--- src/rtl/matrix_pkg.sv ---
// rtl/matrix_pkg.sv - shared constants and types for the 4x4 matrix loader
package matrix_pkg;

    localparam int W         = 12;
    localparam int N         = 4;
    localparam int FRAME_LEN = 32;
    localparam int IDX_W     = $clog2(FRAME_LEN);

    localparam logic [IDX_W-1:0] LAST_IDX = IDX_W'(FRAME_LEN - 1);

    typedef logic [N-1:0][W-1:0] col_t;

    typedef enum logic [1:0] {
        BANK_EMPTY   = 2'd0,
        BANK_FILLING = 2'd1,
        BANK_FULL    = 2'd2
    } bank_state_e;

endpackage

--- src/rtl/matrix_4x4_bank.sv ---
// rtl/matrix_4x4_bank.sv - one storage bank holding an A/B matrix pair
module matrix_4x4_bank import matrix_pkg::*; #(
    parameter int W = matrix_pkg::W
) (
    input  logic                        clk,
    input  logic                        rst_n,
    input  logic                        wr_en_i,
    input  logic [IDX_W-1:0]            idx_i,
    input  logic [W-1:0]                data_i,
    input  logic                        last_i,
    input  logic                        release_i,
    output logic [N-1:0][N-1:0][W-1:0]  a_o,
    output logic [N-1:0][N-1:0][W-1:0]  b_o
);

    bank_state_e                 state_q, state_d;
    logic [N-1:0][N-1:0][W-1:0]  a_q, b_q;
    logic                        commit, abort, write;

    assign commit = wr_en_i && (idx_i == LAST_IDX);
    assign abort  = wr_en_i && last_i && (idx_i != LAST_IDX);
    assign write  = wr_en_i && (state_q != BANK_FULL);

    always_comb begin
        state_d = state_q;
        unique case (state_q)
            BANK_EMPTY:   if (wr_en_i && !abort) state_d = BANK_FILLING;
            BANK_FILLING: begin
                if (commit)     state_d = BANK_FULL;
                else if (abort) state_d = BANK_EMPTY;
            end
            BANK_FULL:    if (release_i) state_d = BANK_EMPTY;
            default:      state_d = BANK_EMPTY;
        endcase
    end

    // idx bit 4 selects A/B, bits 3:2 the column, bits 1:0 the row
    always_ff @(posedge clk) begin
        if (!rst_n) begin
            state_q <= BANK_EMPTY;
            a_q     <= '0;
            b_q     <= '0;
        end else begin
            state_q <= state_d;
            if (write) begin
                if (idx_i[4]) b_q[idx_i[3:2]][idx_i[1:0]] <= data_i;
                else          a_q[idx_i[3:2]][idx_i[1:0]] <= data_i;
            end
        end
    end

    assign a_o = a_q;
    assign b_o = b_q;

endmodule

--- src/rtl/matrix_4x4_loader.sv ---
// rtl/matrix_4x4_loader.sv - ping-pong loader streaming A/B frames into a 4x4 compute stage
module matrix_4x4_loader import matrix_pkg::*; #(
    parameter int W = matrix_pkg::W
) (
    input  logic              clk,
    input  logic              rst_n,
    input  logic              s_valid,
    output logic              s_ready,
    input  logic [W-1:0]      s_data,
    input  logic              s_last,
    output logic [3:0][W-1:0] aC1,
    output logic [3:0][W-1:0] aC2,
    output logic [3:0][W-1:0] aC3,
    output logic [3:0][W-1:0] aC4,
    output logic [3:0][W-1:0] bC1,
    output logic [3:0][W-1:0] bC2,
    output logic [3:0][W-1:0] bC3,
    output logic [3:0][W-1:0] bC4,
    output logic              valid_out,
    input  logic              ready_in,
    output logic              err
);

    logic             wr_ptr_q, wr_ptr_d;
    logic             rd_ptr_q, rd_ptr_d;
    logic [1:0]       cnt_q, cnt_d;
    logic [IDX_W-1:0] k_q, k_d;
    logic             err_q, err_d;

    logic accept, at_last, commit, abort, hs;

    logic [N-1:0][N-1:0][W-1:0] a_bank [2];
    logic [N-1:0][N-1:0][W-1:0] b_bank [2];

    assign s_ready   = (cnt_q < 2'd2);
    assign valid_out = (cnt_q != 2'd0);
    assign err       = err_q;

    assign accept  = s_valid && s_ready;
    assign at_last = (k_q == LAST_IDX);
    assign commit  = accept && at_last;
    assign abort   = accept && s_last && !at_last;
    assign hs      = valid_out && ready_in;

    always_comb begin
        wr_ptr_d = wr_ptr_q;
        rd_ptr_d = rd_ptr_q;
        cnt_d    = cnt_q;
        k_d      = k_q;
        err_d    = err_q;

        if (accept) k_d = (at_last || s_last) ? '0 : k_q + 1'b1;
        if (commit) wr_ptr_d = ~wr_ptr_q;
        if (hs)     rd_ptr_d = ~rd_ptr_q;

        // a commit and a release in the same cycle cancel out
        unique case ({commit, hs})
            2'b10:   cnt_d = cnt_q + 2'd1;
            2'b01:   cnt_d = cnt_q - 2'd1;
            default: cnt_d = cnt_q;
        endcase

        if (abort || (commit && !s_last)) err_d = 1'b1;
    end

    always_ff @(posedge clk) begin
        if (!rst_n) begin
            wr_ptr_q <= 1'b0;
            rd_ptr_q <= 1'b0;
            cnt_q    <= 2'd0;
            k_q      <= '0;
            err_q    <= 1'b0;
        end else begin
            wr_ptr_q <= wr_ptr_d;
            rd_ptr_q <= rd_ptr_d;
            cnt_q    <= cnt_d;
            k_q      <= k_d;
            err_q    <= err_d;
        end
    end

    for (genvar g = 0; g < 2; g++) begin : g_bank
        matrix_4x4_bank #(.W(W)) u_bank (
            .clk       (clk),
            .rst_n     (rst_n),
            .wr_en_i   (accept && (wr_ptr_q == 1'(g))),
            .idx_i     (k_q),
            .data_i    (s_data),
            .last_i    (s_last),
            .release_i (hs && (rd_ptr_q == 1'(g))),
            .a_o       (a_bank[g]),
            .b_o       (b_bank[g])
        );
    end

    // the read bank is never the write target while presented, so outputs hold
    assign aC1 = a_bank[rd_ptr_q][0];
    assign aC2 = a_bank[rd_ptr_q][1];
    assign aC3 = a_bank[rd_ptr_q][2];
    assign aC4 = a_bank[rd_ptr_q][3];
    assign bC1 = b_bank[rd_ptr_q][0];
    assign bC2 = b_bank[rd_ptr_q][1];
    assign bC3 = b_bank[rd_ptr_q][2];
    assign bC4 = b_bank[rd_ptr_q][3];

endmodule

--- config.mk ---
export PLATFORM = sky130hd
export DESIGN_NAME = matrix_4x4_loader
export DESIGN_NICKNAME = d
export VERILOG_FILES = /design/src/rtl/matrix_pkg.sv /design/src/rtl/matrix_4x4_bank.sv /design/src/rtl/matrix_4x4_loader.sv
export SDC_FILE = /design/constraint.sdc
export NUM_CORES = 2
export LEC_CHECK = 0
export CAP_MARGIN = 15
export CORE_ASPECT_RATIO = 2
export CORE_MARGIN = 2
export CORE_UTILIZATION = 55
export DETAILED_ROUTE_END_ITERATION = 7
export MAX_ROUTING_LAYER = met4
export PLACE_DENSITY = 0.9
export SETUP_SLACK_MARGIN = 0.15
export SYNTH_ARGS = -nofsm -noshare
export SYNTH_HDL_FRONTEND = slang
export SYNTH_SLANG_ARGS = --single-unit
--- constraint.sdc ---
create_clock -name clk -period 2.9 [get_ports clk]
set_input_delay 0.58 -clock clk [delete_from_list [all_inputs] [get_ports clk]]
set_output_delay 0.58 -clock clk [all_outputs]
set_load 0.02 [all_outputs]
==> results.txt <==
----------------------------------------------------
[STA]
  Worst-margin pin slew ... 1.058 ns
  RSZ-0062 raised after global routing ... true
  Number of pins with negative max-slew slack in the final report ... 0
  Share of the clock period used by the worst path ... 97.54%
  Final number of setup-violating endpoints ... 0
  Setup skew after layout ... 0.02314 ns
  Fmax ... 353.5 MHz
  Endpoints failing hold ... 0
  Shortest period the worst path allows ... 2.829 ns
  Relative max-transition margin ... 29.44%

[Placed design]
  Routability Congestion ... 0.8235
  Instance area at placement ... 38310 sq um
  IO Port Bufs ... 403
  Estimated wirelength of the detail-placed design ... 60730 microns
  Placed Cells incl. Taps ... 4135

[Clocking]
  Clock insertion delay at the later pin of the skew report ... 0.63 ns
  Clock transition at the registers of the reported paths ... 0.07 ns
  CTS Sinks ... 782
  Hold buffers post-CTS ... 0
  TritonCTS clock tree ... yes
  Clock buffers created by TritonCTS ... 68
  Number of buffers between clock root and the deepest sink ... 3
  Library cell used as clock root buffer ... sky130_fd_sc_hd__clkbuf_16
  H-Tree Depth ... 3

[GRT]
  Global-route usage over all layers ... 30.96%
  Maximum number of pins on one net before global-route repair ... 83
  First-pass GRT wire length ... 146900 microns
  Number of global-route vias before repair ... 25510
  Grt ovf ... 0
  Number of antenna violations at the first check in global routing ... 0

[Logic synthesis]
  Syn. warnings ... 0
  Area share of the leading cell type in the synthesized netlist ... 46.58%
  Number of storage elements in the synthesis netlist ... 782
  EDFF count, synth ... 0
  Instance count of the mapped netlist ... 3155
  Post-synthesis instance area ... 33610 sq um
  Mapped Avg Cell Area ... 10.65 sq um
  Proportion of synthesized flip-flops having asynchronous set or reset ... 0%
  Post-synth net total ... 3178
  Cell taking the most area after synthesis ... sky130_fd_sc_hd__dfxtp_1
  Cells taking the most area after synthesis ... sky130_fd_sc_hd__dfxtp_1 (47%), sky130_fd_sc_hd__mux2i_1 (23%), sky130_fd_sc_hd__mux2_2 (13%)
  Number of unique standard cell types used by synthesis ... 37
  Proportion of synthesized chip area in sequential cells ... 46.58%
  Top_reg_cell synth ... sky130_fd_sc_hd__dfxtp_1

[Critical path]
  Setup crit end kind ... output port
  Category of the critical setup timing path ... reg2out
  Cell with the largest stage delay on the worst path ... sky130_fd_sc_hd__dfxtp_4
  Arrival time worst endpoint ... 2.25 ns
  Required time of the critical path ... 2.32 ns
  Sequence of cells on the critical path ... buf_12, buf_4, buf_16, mux2_2, clkdlybuf4s15_2
  Max FO, Critical Path ... 24
  Highest cell delay on the worst timing path ... 0.44 ns
  Critical Path Source Type ... flip-flop

[Pwr]
  Part of the total power dissipated in the clock network ... 45.8%
  Power density cells ... 523.4 nW/um^2
  Comb power frac ... 3.5%
  Part of the total power dissipated in sequential elements ... 50.7%
  Internal power of the cells ... 16.42 mW
  Net switching power of the design ... 4.838 mW
  Leak Pwr ... 21.99 nW
  IR Drop Worst-Case VDD ... 0.0005402 V
  Switching portion of total power ... 22.75%

[Floorplan]
  Full die area ... 63220 sq um
  Number of rows created at floorplan ... 128
  Starting utilization of the core area ... 55.37%
  Core region area ... 60700 sq um
  Floorplan die height ... 353.6 microns
  Die span in x ... 178.8 microns
  Boundary pin count ... 404

[Routing]
  Number of design rule violations left after detail routing ... 0
  Via count ... 24420
  Violation count after the first detailed-route iteration ... 1427
  Count of antenna-violating nets left after detailed routing ... 0
  Via density per instance ... 5.698
  First-pass DRT Iterations ... 8
  Total routed wirelength ... 96900 microns
  Drt wl/cell ... 22.61 microns

[Status]
  Outcome ... finished clean

[Layout]
  Most frequent standard cell in the layout excluding fill and tap cells ... sky130_fd_sc_hd__dfxtp_1
  Number of inserted filler cells in the final layout ... 4412
  Most frequent cells in the layout ... sky130_fd_sc_hd__dfxtp_1 (780), sky130_fd_sc_hd__nand2_1 (775), sky130_fd_sc_hd__mux2i_1 (768)
  Antenna diode instance count ... 0
  Fin nets ... 3477
  Share of layout cells above drive strength 1 ... 21.33%
  Final Cell Area ... 40620 sq um
  Area growth from synthesis to layout ... 20.86%
  Non-filler cells in the finished layout ... 4286

[Hold path]
  Type of the worst min-delay path ... reg2reg

[Flow run]
  Max Cap Viol ... 0

----------------------------------------------------
[sequential cells by signal, indices dropped and copies added (netlist names)]
register               cells
rd_ptr_q                   1
k_q                        5
g_bank.u_bank.state_q      4
cnt_q                      2
g_bank.u_bank.a_o        384
err                        1
g_bank.u_bank.b_o        384
wr_ptr_q                   1
[logic make-up (layout without fill, tap and decap cells)]
group,after synthesis,in the layout,share of synthesized area (%)
xor gates and xnor gates,6,6,0.1563
adders and majority gates,6,6,0.2233
AOI/OAI and AO/OA,18,18,0.3201
muxes,1152,1152,35.74
and+or+nand+nor,889,889,12.50
DFF,782,782,46.58
buffers and inverters,302,653,4.486
[routing by layer]
metal,wire length [microns],GRT usage (%)
met1,36330,33.19
met2,48290,51.62
met3,6533,7.163
met4,5745,18.07
met5,0,-
[worst max-delay path, delay by kind of cell, from the launching register on]
family,cells,cell delay [ns]
buffers and inverters,4,0.78
multiplexers,1,0.40
flip-flops,1,0.44
[final cells by class]
| type | instances | area, sq um | share of cell area [%] |
|---|---|---|---|
| Clock buffer | 96 | 1988 | 4.894 |
| Clock inverter | 26 | 404.1 | 0.9949 |
| Inverter | 8 | 30.03 | 0.07392 |
| Multi-Input combinational cell | 2071 | 16550 | 40.73 |
| Sequential cell | 782 | 15660 | 38.56 |
| Tap cell | 780 | 975.9 | 2.402 |
| Timing Repair Buffer | 523 | 5015 | 12.34 |
[cell usage after synthesis, types with 8 or more instances]
cell type                  number
sky130_fd_sc_hd__inv_1          8
sky130_fd_sc_hd__mux2i_1      768
sky130_fd_sc_hd__nand4_1       17
sky130_fd_sc_hd__nand4b_4      15
sky130_fd_sc_hd__nand4b_1      17
sky130_fd_sc_hd__buf_6         33
sky130_fd_sc_hd__buf_4          9
sky130_fd_sc_hd__a21oi_1        9
sky130_fd_sc_hd__nand4_4       15
sky130_fd_sc_hd__mux2_2       384
sky130_fd_sc_hd__buf_2         74
sky130_fd_sc_hd__nand2_1      787
sky130_fd_sc_hd__clkbuf_1     177
sky130_fd_sc_hd__dfxtp_1      782
[repair_timing]
item,CTS,global route
setup endpoints to repair,376,317
cloned,4,2
buffers inserted,3,20
gates resized for setup,497,98
[per-stage QoR]
stage	total power, mW	hold WS (ns)	TNS (ns)	util, %	worst slack (ns)
after detailed placement	11.77	0.4494	0	63.11	0.4054
after global routing	21.75	0.4701	0	66.93	0.04212
final	21.26	0.4575	0	66.93	0.07145
after CTS	21.33	0.4598	-0.01700	66.66	-0.01700
after global placement	11.76	0.4404	0	63.11	0.4470
after floorplan	11.45	0.4130	0	-	0.6790
[path summary, 6_finish.rpt]
path	from	to	slack [ns]	cells past startpoint
worst min-delay path	g_bank[0].u_bank.a_o[113]	g_bank[0].u_bank.a_o[113]	0.46	2
worst max-delay path	rd_ptr_q	aC3[35]	0.07	5
worst min register to register	g_bank[0].u_bank.a_o[113]	g_bank[0].u_bank.a_o[113]	0.46	2
worst max register to register	k_q[0]	cnt_q[1]	0.57	7
[power groups by stage]
stage / clock network, mW / registers (mW) / logic, mW
after floorplan: 0 / 11.0 / 0.432
after global placement: 0 / 11.0 / 0.746
after detailed placement: 0 / 11.0 / 0.752
after CTS: 9.82 / 10.8 / 0.745
after global routing: 10.2 / 10.8 / 0.779
final: 9.74 / 10.8 / 0.747
Power figures use the tool's default switching activity.
